`config.mk`:
```
export PLATFORM = sky130hd
export DESIGN_NAME = pattern_sequencer_flat
export DESIGN_NICKNAME = d
export VERILOG_FILES = /design/src/rtl/seq_pkg.sv /design/src/rtl/pattern_sequencer_if.sv /design/src/rtl/seq_addr_counter.sv /design/src/rtl/pattern_sequencer.sv /design/src/flat_wrapper.sv
export SDC_FILE = /design/constraint.sdc
export NUM_CORES = 1
export LEC_CHECK = 0
export BUFFER_PORTS_ARGS = -buffer_cell sky130_fd_sc_hd__buf_2
export CAP_MARGIN = 20
export CORE_MARGIN = 5
export CORE_UTILIZATION = 30
export CTS_CLUSTER_SIZE = 12
export DETAILED_ROUTE_END_ITERATION = 8
export GPL_TIMING_DRIVEN = 0
export SETUP_SLACK_MARGIN = 0.02
export SLEW_MARGIN = 20
export SYNTH_ARGS = -nofsm -noshare
export SYNTH_HDL_FRONTEND = slang
export SYNTH_SLANG_ARGS = --single-unit
```
`constraint.sdc`:
```
create_clock -name clk -period 2.11 [get_ports clk]
set_clock_uncertainty 0.1 [all_clocks]
set_input_delay 0.211 -clock clk [delete_from_list [all_inputs] [get_ports clk]]
set_output_delay 0.211 -clock clk [all_outputs]
set_load 0.005 [all_outputs]
```
`src/rtl/seq_pkg.sv`:
```
// seq_pkg: shared state encoding and constants for the pattern sequencer.
package seq_pkg;
    typedef enum logic [1:0] {IDLE, RUN, PAUSE, DONE} state_t;
    localparam logic [3:0] BCD_LIMIT = 4'd10;
endpackage

```
`src/rtl/pattern_sequencer_if.sv`:
```
// pattern_sequencer_if: control, status and memory-side signals of the pattern sequencer.
interface pattern_sequencer_if #(parameter int ADDR_W = 4, parameter int WRAP_W = 8);
    logic                   start;
    logic                   stop;
    logic                   pause;
    logic                   loop_en;
    logic [ADDR_W-1:0]      limit;
    logic [2**ADDR_W-1:0]   mem_data;
    logic [ADDR_W-1:0]      addr;
    logic                   bit_out;
    logic                   bit_valid;
    logic                   busy;
    logic                   done;
    logic [WRAP_W-1:0]      wrap_cnt;
    modport master (output start, stop, pause, loop_en, limit, mem_data,
                    input addr, bit_out, bit_valid, busy, done, wrap_cnt);
    modport slave (input start, stop, pause, loop_en, limit, mem_data,
                   output addr, bit_out, bit_valid, busy, done, wrap_cnt);
endinterface

```
`src/rtl/seq_addr_counter.sv`:
```
// seq_addr_counter: address up-counter with limit latch, hold, clear and terminal/wrap detection.
module seq_addr_counter #(parameter int ADDR_W = 4) (
    input  logic              clk,
    input  logic              rst_n,
    input  logic              load,
    input  logic              clr,
    input  logic              inc,
    input  logic              wrap_en,
    input  logic [ADDR_W-1:0] limit,
    output logic [ADDR_W-1:0] addr,
    output logic              at_term,
    output logic              wrap
);
    logic [ADDR_W-1:0] limit_q;
    // limit 0 underflows to all-ones, which selects full depth for free
    assign at_term = addr == ADDR_W'(limit_q - 1'b1);
    assign wrap = inc && at_term && wrap_en;
    always_ff @(posedge clk or negedge rst_n) begin
        if (!rst_n) begin
            addr    <= '0;
            limit_q <= '0;
        end else if (load) begin
            addr    <= '0;
            limit_q <= limit;
        end else if (clr) begin
            addr <= '0;
        end else if (inc) begin
            addr <= at_term ? (wrap_en ? '0 : addr) : addr + 1'b1;
        end
    end
endmodule

```
`src/rtl/pattern_sequencer.sv`:
```
// pattern_sequencer: start/stop/pause address sequencer driving the pattern memory and
// registering the selected bit as a serial stream.
module pattern_sequencer import seq_pkg::*; #(
    parameter int ADDR_W = 4,
    parameter int WRAP_W = 8
) (
    input logic clk,
    input logic rst_n,
    pattern_sequencer_if.slave bus
);
    state_t            state;
    logic [ADDR_W-1:0] addr;
    logic [WRAP_W-1:0] wrap_cnt;
    logic              at_term, wrap, load, clr, adv, finish;
    logic              bit_out, bit_valid, done;
    assign load   = state == IDLE && bus.start;
    assign adv    = state == RUN && !bus.stop && !bus.pause;
    assign finish = adv && at_term && !bus.loop_en;
    assign clr    = state == DONE || ((state == RUN || state == PAUSE) && bus.stop);
    seq_addr_counter #(.ADDR_W(ADDR_W)) u_cnt (
        .clk     (clk),
        .rst_n   (rst_n),
        .load    (load),
        .clr     (clr),
        .inc     (adv),
        .wrap_en (bus.loop_en),
        .limit   (bus.limit),
        .addr    (addr),
        .at_term (at_term),
        .wrap    (wrap)
    );
    always_ff @(posedge clk or negedge rst_n) begin
        if (!rst_n) begin
            state     <= IDLE;
            bit_out   <= 1'b0;
            bit_valid <= 1'b0;
            done      <= 1'b0;
            wrap_cnt  <= '0;
        end else begin
            bit_valid <= adv;
            done      <= finish;
            if (adv)
                bit_out <= bus.mem_data[addr];
            if (load)
                wrap_cnt <= '0;
            else if (wrap && wrap_cnt != '1)
                wrap_cnt <= wrap_cnt + 1'b1;
            case (state)
                IDLE:    state <= bus.start ? RUN : IDLE;
                RUN:     state <= bus.stop ? IDLE : bus.pause ? PAUSE : finish ? DONE : RUN;
                PAUSE:   state <= bus.stop ? IDLE : bus.pause ? PAUSE : RUN;
                default: state <= IDLE;
            endcase
        end
    end
    assign bus.addr      = addr;
    assign bus.bit_out   = bit_out;
    assign bus.bit_valid = bit_valid;
    assign bus.busy      = state != IDLE;
    assign bus.done      = done;
    assign bus.wrap_cnt  = wrap_cnt;
endmodule

```
`src/flat_wrapper.sv`:
```
// flat-port wrapper written by rule: the top's interface ports become plain ports
module pattern_sequencer_flat import seq_pkg::*;
#(
    parameter int ADDR_W = 4,
    parameter int WRAP_W = 8
)
  (clk, rst_n, bus_start, bus_stop, bus_pause, bus_loop_en, bus_limit, bus_mem_data, bus_addr, bus_bit_out, bus_bit_valid, bus_busy, bus_done, bus_wrap_cnt);
  pattern_sequencer_if #(.ADDR_W(ADDR_W), .WRAP_W(WRAP_W)) bus_i ();
  input logic clk;
  input logic rst_n;
  input wire logic [$bits(bus_i.start)-1:0] bus_start;
  input wire logic [$bits(bus_i.stop)-1:0] bus_stop;
  input wire logic [$bits(bus_i.pause)-1:0] bus_pause;
  input wire logic [$bits(bus_i.loop_en)-1:0] bus_loop_en;
  input wire logic [$bits(bus_i.limit)-1:0] bus_limit;
  input wire logic [$bits(bus_i.mem_data)-1:0] bus_mem_data;
  output wire logic [$bits(bus_i.addr)-1:0] bus_addr;
  output wire logic [$bits(bus_i.bit_out)-1:0] bus_bit_out;
  output wire logic [$bits(bus_i.bit_valid)-1:0] bus_bit_valid;
  output wire logic [$bits(bus_i.busy)-1:0] bus_busy;
  output wire logic [$bits(bus_i.done)-1:0] bus_done;
  output wire logic [$bits(bus_i.wrap_cnt)-1:0] bus_wrap_cnt;
  assign bus_i.start = bus_start;
  assign bus_i.stop = bus_stop;
  assign bus_i.pause = bus_pause;
  assign bus_i.loop_en = bus_loop_en;
  assign bus_i.limit = bus_limit;
  assign bus_i.mem_data = bus_mem_data;
  assign bus_addr = bus_i.addr;
  assign bus_bit_out = bus_i.bit_out;
  assign bus_bit_valid = bus_i.bit_valid;
  assign bus_busy = bus_i.busy;
  assign bus_done = bus_i.done;
  assign bus_wrap_cnt = bus_i.wrap_cnt;
  pattern_sequencer #(.ADDR_W(ADDR_W), .WRAP_W(WRAP_W)) u_core (.clk(clk), .rst_n(rst_n), .bus(bus_i));
endmodule
```
==> results of run 1 <==
## per-stage QoR
step	setup slack [ns]	util
6_report	0.0362	0.445
5_1_grt	-0.0484	0.445
4_1_cts	0.0213	0.432
3_5_place_dp	-0.235	0.386
3_3_place_gp	-0.240	0.386
2_1_floorplan	0.0392	-
## kinds of logic after synthesis
kind of cell,Yosys count
flops,21
fa+ha+maj,7
mux,7
compound gates,22
xor+xnor,9
simple gates,50
buf+inv,13
## flip-flops by register name, indices dropped and copies added, names as in the netlist
signal                flops
u_core.bus.wrap_cnt       8
u_core.u_cnt.addr         4
u_core.u_cnt.limit_q      4
u_core.state              2
u_core.bus.bit_out        1
u_core.bus.bit_valid      1
u_core.bus.done           1
## cell type report
cell class | count | share of cell area
multi-input combinational | 95 | 0.450
timing repair buffer | 53 | 0.164
sequential | 21 | 0.289
clock buffer | 4 | 0.0248
buffer | 4 | 0.0186
inverter | 8 | 0.0193
tap | 50 | 0.0344
## cells in the final DEF, fill, tap and decap left out, types with 4 or more instances in the layout
| cell | instances |
|---|---|
| ha_1 | 4 |
| xnor2_1 | 4 |
| mux4_2 | 4 |
| buf_4 | 11 |
| nor2_1 | 11 |
| buf_2 | 41 |
| dfrtp_1 | 21 |
| o21ai_0 | 7 |
| nand2_1 | 15 |
| a21oi_1 | 4 |
| inv_1 | 4 |
| nand3_1 | 7 |
## metal layers
layer,vias to the layer above,wire length (um),share of wire,track usage
li1,569,-,-,-
met1,550,1360,0.43,0.163
met2,16,1640,0.52,0.203
met3,2,124,0.040,0.0237
met4,0,12,0.0038,0.0117
met5,-,0,0,0
## worst reg2reg max path, cell delays in order (launching register included)
cell	delay, ns
dfrtp_1	0.36
inv_2	0.06
ha_4	0.27
xor2_2	0.17
nand3_4	0.13
or4_4	0.45
or3_1	0.34
a21oi_2	0.13
## timing repair
item / in CTS / in global routing
buffers inserted: 9 / 2
resized for setup: 13 / 10
hold buffers: 1 / 0
endpoints found under the hold margin: 21 / 0
pin swaps: 3 / 3
endpoints found under the setup margin: 3 / 7
## report_power, final
part           internal [mW]  switching [mW]  leakage [nW]
clock                  0.134           0.130        0.0228
combinational          0.291           0.282         0.544
sequential             0.447          0.0379         0.283
total                  0.872           0.450         0.850
## how the worst max path moves through the flow
stage	cells past startpoint	slack [ns]	startpoint	end
floorplan	8	0.04	u_core.state[1]	u_core.bus.wrap_cnt[5]
global placement	8	-0.24	u_core.state[1]	u_core.bus.wrap_cnt[6]
detailed placement	8	-0.24	u_core.state[1]	u_core.bus.wrap_cnt[6]
CTS	8	0.02	u_core.state[1]	u_core.bus.wrap_cnt[7]
global route	7	-0.05	u_core.u_cnt.limit_q[1]	u_core.bus.wrap_cnt[5]
finish	7	0.04	u_core.u_cnt.limit_q[1]	u_core.bus.wrap_cnt[5]
==> impl_metrics.tcl, run 1 <==
set metrics [dict create \
    cts_sinks 21 \
    drt-vias-per-instance 4.84 \
    syn_area_um2 1290 \
    worst_pin_slew_ns 0.539 \
    cts_buffer_depth 2 \
    end_kind "register" \
    synth-adder-area-share 0.0678 \
    critPathBufInv 1 \
    clkLatencyLatePin_ns 0.25 \
    synth_xor_area_frac 0.0727 \
    crit_type "register to register" \
    core_area_um2 4090 \
    synth_top_area_cell "dfrtp_1" \
    dpl_cell_area_um2 1580 \
    async_flop_share 1.00 \
    die_w_um 75.6 \
    synth_top_cell_area_share 0.407 \
    p_total_mw 1.32 \
    whs_endpoint "u_core.u_cnt.limit_q[2]" \
    wl_per_cell_um 13.3 \
    io_buffers 41 \
    antenna_found_initial 0 \
    status "complete, no violations" \
    drt_iter0_markers 39 \
    timing.rr.start "u_core.u_cnt.limit_q[1]" \
    synth_top_family_by_area "simple AND/OR/NAND/NOR gates" \
    fin_cells 235 \
    gr-total-overflow 0 \
    r2r_end "u_core.bus.wrap_cnt[5]" \
    crit_fanout 5 \
    critPathMaxStageDelay_ns 0.45 \
    synth-seq-cells 21 \
    synth.most_common_cell "dfrtp_1" \
    yosysSeqAreaShare 0.407 \
    dp_cells 220 \
    totalWireLength_um 3140 \
    cts_tree "done" \
    vias 1137 \
    grt_pass1_wl_um 5290 \
    finalCritPeriodShare 0.983 \
    muxShareOfSynthArea 0.0940 \
    cts_made_buffers 3 \
    yosys.area_share.simple 0.199 \
    peakVddDrop_mv 0.418 \
    hold_start "bus_limit[2]" \
    gr-usage-all-layers 0.119 \
    required_ns 2.20 \
    syn2layout_area_growth_pct 40.9 \
    synthDistinctLibCells 36 \
    gp_congestion 0.802 \
    slew_viol_final 0 \
    power_density_nw_per_um2 727 \
    io_pins 42 \
    seqCellArea_um2 526 \
    path_cells "inv_2 -> ha_4 -> xor2_2 -> nand3_4 -> or4_4 -> or3_1 -> a21oi_2" \
    multiInputGateArea_um2 820 \
    first_pass_iters 4 \
    dieHeight_um 75.6 \
    fp.dieArea_um2 5720 \
    nets 219 \
    p_leak_nw 0.850 \
    ys_warn_count 0 \
    hold_violations 0 \
    syn-instance-count 129 \
    whs_ns 0.0494 \
    post-route-min-period_ns 2.07 \
    setup_tns_ns 0 \
    reg2reg_depth 7 \
    dpl.hpwl_um 2390 \
    grt_max_degree 22 \
    fillers 418 \
    rows 23 \
    cp-start-kind "register" \
    cts-root-buf "clkbuf_8" \
    fin_area_um2 1820 \
    synth-edff-count 0 \
    timing.slew.headroom 0.641 \
    ys_top_cells_by_count "dfrtp_1, nand2_1, nor2_1" \
    rsz0062_at_grt "true" \
    hp-class "input port to register" \
    maxCapViolCount 0 \
    htreeDepth 1 \
    crit_family "simple AND/OR/NAND/NOR gates" \
    initial_utilization 0.316 \
    syn-num-nets 162 \
    grt_pass1_vias 1098 \
    synth-compound-area-share 0.109 \
    max_freq_mhz 482 \
    layout-drive-gt1-share 0.470 \
    drc 0 \
    netlist_top_cells_area "dfrtp_1, mux4_2, ha_1" \
    rrSetupSlack_ns 0.04 \
    final_antenna_net_count 0 \
    clk_pin_slew_ns 0.08 \
    synthFlopType "dfrtp_1" \
    holdPathStages 3 \
    avgSynthCellArea_um2 10.0 \
    diodes 0 \
    setup_viol 0 \
    cpMaxStageDelayCell "or4_4" \
    arrival_ns 2.16 \
]
Note: power is estimated with default switching activity, not from simulation.
==> run 2: changes to the inputs <==
- SYNTH_HIERARCHICAL: unset -> 1
==> impl_metrics.tcl, run 2 <==
set metrics [dict create \
    status "complete, but fails checks" \
    violations "negative setup slack" \
    initial_utilization 0.312 \
    yosys.area_share.simple 0.211 \
    power_density_nw_per_um2 788 \
    vias 1236 \
    muxShareOfSynthArea 0.0997 \
    drt_iter0_markers 37 \
    finalCritPeriodShare 1.04 \
    synth-compound-area-share 0.140 \
    grt_pass1_vias 1204 \
    netlist_top_cells_area "dfrtp_1, ha_1, mux2i_1" \
    synth-adder-area-share 0.0640 \
    largestRegisters "u_core/bus.wrap_cnt: 8 flops, u_core/u_cnt/addr: 4 flops, u_core/u_cnt/limit_q: 4 flops" \
    io_pins 42 \
    drc 0 \
    p_leak_nw 0.841 \
    final_antenna_net_count 0 \
    final_cell_mix "buf_2, dfrtp_1, nor2_1, nand2_1" \
    critPathMaxStageDelay_ns 0.39 \
    crit_fanout 6 \
    final.setup.worst_slack_ns -0.0822 \
    timing.slew.headroom 0.677 \
    synth_top_family_by_area "simple AND/OR/NAND/NOR gates" \
    synthFlopType "dfrtp_1" \
    synthDistinctLibCells 41 \
    maxCapViolCount 0 \
    cp-start-kind "register" \
    critPathBufInv 2 \
    dp_cells 233 \
    dpl.hpwl_um 2320 \
    core_area_um2 4380 \
    antenna_found_initial 0 \
    layout_commonest_cell "buf_2" \
    cts_buffer_depth 2 \
    cts_made_buffers 3 \
    synth.most_common_cell "dfrtp_1" \
    yosysSeqAreaShare 0.384 \
    reg2reg_depth 9 \
    end_kind "register" \
    clk_pin_slew_ns 0.08 \
    cts-root-buf "clkbuf_8" \
    peakVddDrop_mv 0.327 \
    cts_sinks 21 \
    ys_top_cells_by_count "dfrtp_1, nor2_1, nand2_1, inv_1, mux2i_1" \
    gr-usage-all-layers 0.109 \
    gr-total-overflow 0 \
    syn_area_um2 1370 \
    htreeDepth 1 \
    die_w_um 77.5 \
    clkLatencyLatePin_ns 0.26 \
    first_pass_iters 4 \
    layout-drive-gt1-share 0.405 \
    async_flop_share 1.00 \
    syn2layout_area_growth_pct 34.8 \
    synth_top_cell_area_share 0.384 \
    setup_tns_ns -0.216 \
    path_cells "buf_4 -> nor3_4 -> xnor2_4 -> nor2_2 -> and3_4 -> inv_2 -> a41o_4 -> or3_1 -> a21oi_2" \
    rsz0062_at_grt "true" \
    drt-vias-per-instance 5.00 \
    worstSetupStartpoint "u_core/u_cnt/limit_q[0]" \
    hold_violations 0 \
    rows 24 \
    io_buffers 41 \
    holdPathStages 3 \
    syn-instance-count 140 \
    setup_viol 5 \
    max_freq_mhz 456 \
    synth_top_area_cell "dfrtp_1" \
    crit_type "register to register" \
    fp.dieArea_um2 6010 \
    diodes 0 \
    fin_util 0.420 \
    synth_xor_area_frac 0.0668 \
    r2r_end "u_core/bus.wrap_cnt[4]" \
    top_register "u_core/bus.wrap_cnt" \
    whs_endpoint "u_core/u_cnt/limit_q[1]" \
    whs_ns 0.0677 \
    avgSynthCellArea_um2 9.77 \
    synth-seq-cells 21 \
    place_ws_ns -0.311 \
    dieHeight_um 77.5 \
    wl_per_cell_um 12.9 \
    cpMaxStageDelayCell "dfrtp_1" \
    timing.rr.start "u_core/u_cnt/limit_q[0]" \
    slew_viol_final 0 \
    fin_cells 247 \
    grt_max_degree 22 \
    synth-edff-count 0 \
    crit_family "simple AND/OR/NAND/NOR gates" \
    gp_congestion 0.750 \
    post-route-min-period_ns 2.19 \
    rrSetupSlack_ns -0.08 \
    totalWireLength_um 3200 \
    hold_start "bus_limit[1]" \
    arrival_ns 2.28 \
    nets 229 \
    cts_tree "done" \
    worst_pin_slew_ns 0.484 \
    hp-class "input port to register" \
    required_ns 2.20 \
    ys_warn_count 6 \
    largest_reg_flops 8 \
    syn-num-nets 173 \
    grt_pass1_wl_um 5480 \
]
-- run 2: changes by cell type after synthesis, sizes merged, moves of 4 or more --
cell and change:
nand2 -6, a31oi +5, mux2i +6, nand2b +4
-- run 2: power breakdown --
part / internal (mW) / leakage [nW] / switching [mW]
combinational: 0.352 / 0.541 / 0.304
sequential: 0.456 / 0.278 / 0.0756
clock: 0.134 / 0.0228 / 0.129
-- run 2: what timing repair did --
action	4_1_cts	5_1_grt
pin swaps	3	10
resized for setup	6	11
hold buffers	1	0
hold endpoints to repair	21	0
endpoints found under the setup margin	8	10
setup buffers	5	4
-- run 2: tightest hold or removal path, stage by stage --
cell     delay, ns
buf_2         0.07
nand2_1       0.04
o21ai_0       0.06
-- run 2: cells by family (layout without fill, tap and decap cells) --
kind of cell,count (synthesis),after routing
simple gates,52,52
flops,21,21
compound gates,28,28
mux,12,12
fa+ha+maj,7,7
xor+xnor,8,8
buf+inv,12,67
-- run 2: metrics by stage --
stage,instance area [um2],total power [mW]
2_1_floorplan,1370,0.828
3_3_place_gp,1640,0.961
3_5_place_dp,1640,0.971
4_1_cts,1750,1.28
5_1_grt,1840,1.57
6_report,1840,1.45
-- run 2: worst max path at each step --
stage,end,slack (ns),cells past startpoint
global placement,u_core/bus.wrap_cnt[3],-0.31,10
detailed placement,u_core/bus.wrap_cnt[3],-0.31,10
global route,u_core/bus.wrap_cnt[3],-0.19,9
floorplan,u_core/bus.wrap_cnt[3],-0.10,10
finish,u_core/bus.wrap_cnt[4],-0.08,9
CTS,u_core/bus.wrap_cnt[4],-0.16,10
-- run 2: cell type report --
cell class / count / area [um2]
plain buffers: 2 / 8.76
flip-flops and latches: 21 / 528
clock buffers: 4 / 45.0
repair buffers: 51 / 287
multi-input cells: 107 / 868
fillers: 443 / 2540
well taps: 52 / 65.1
inverters: 10 / 41.3
-- run 2: metal layers --
metal  vias up  share of wire  global-route usage
li1        615              -                   -
met5         -              0                   0
met1       576           0.46               0.148
met2        43           0.46               0.168
met4         0         0.0025              0.0206
met3         2          0.082              0.0405
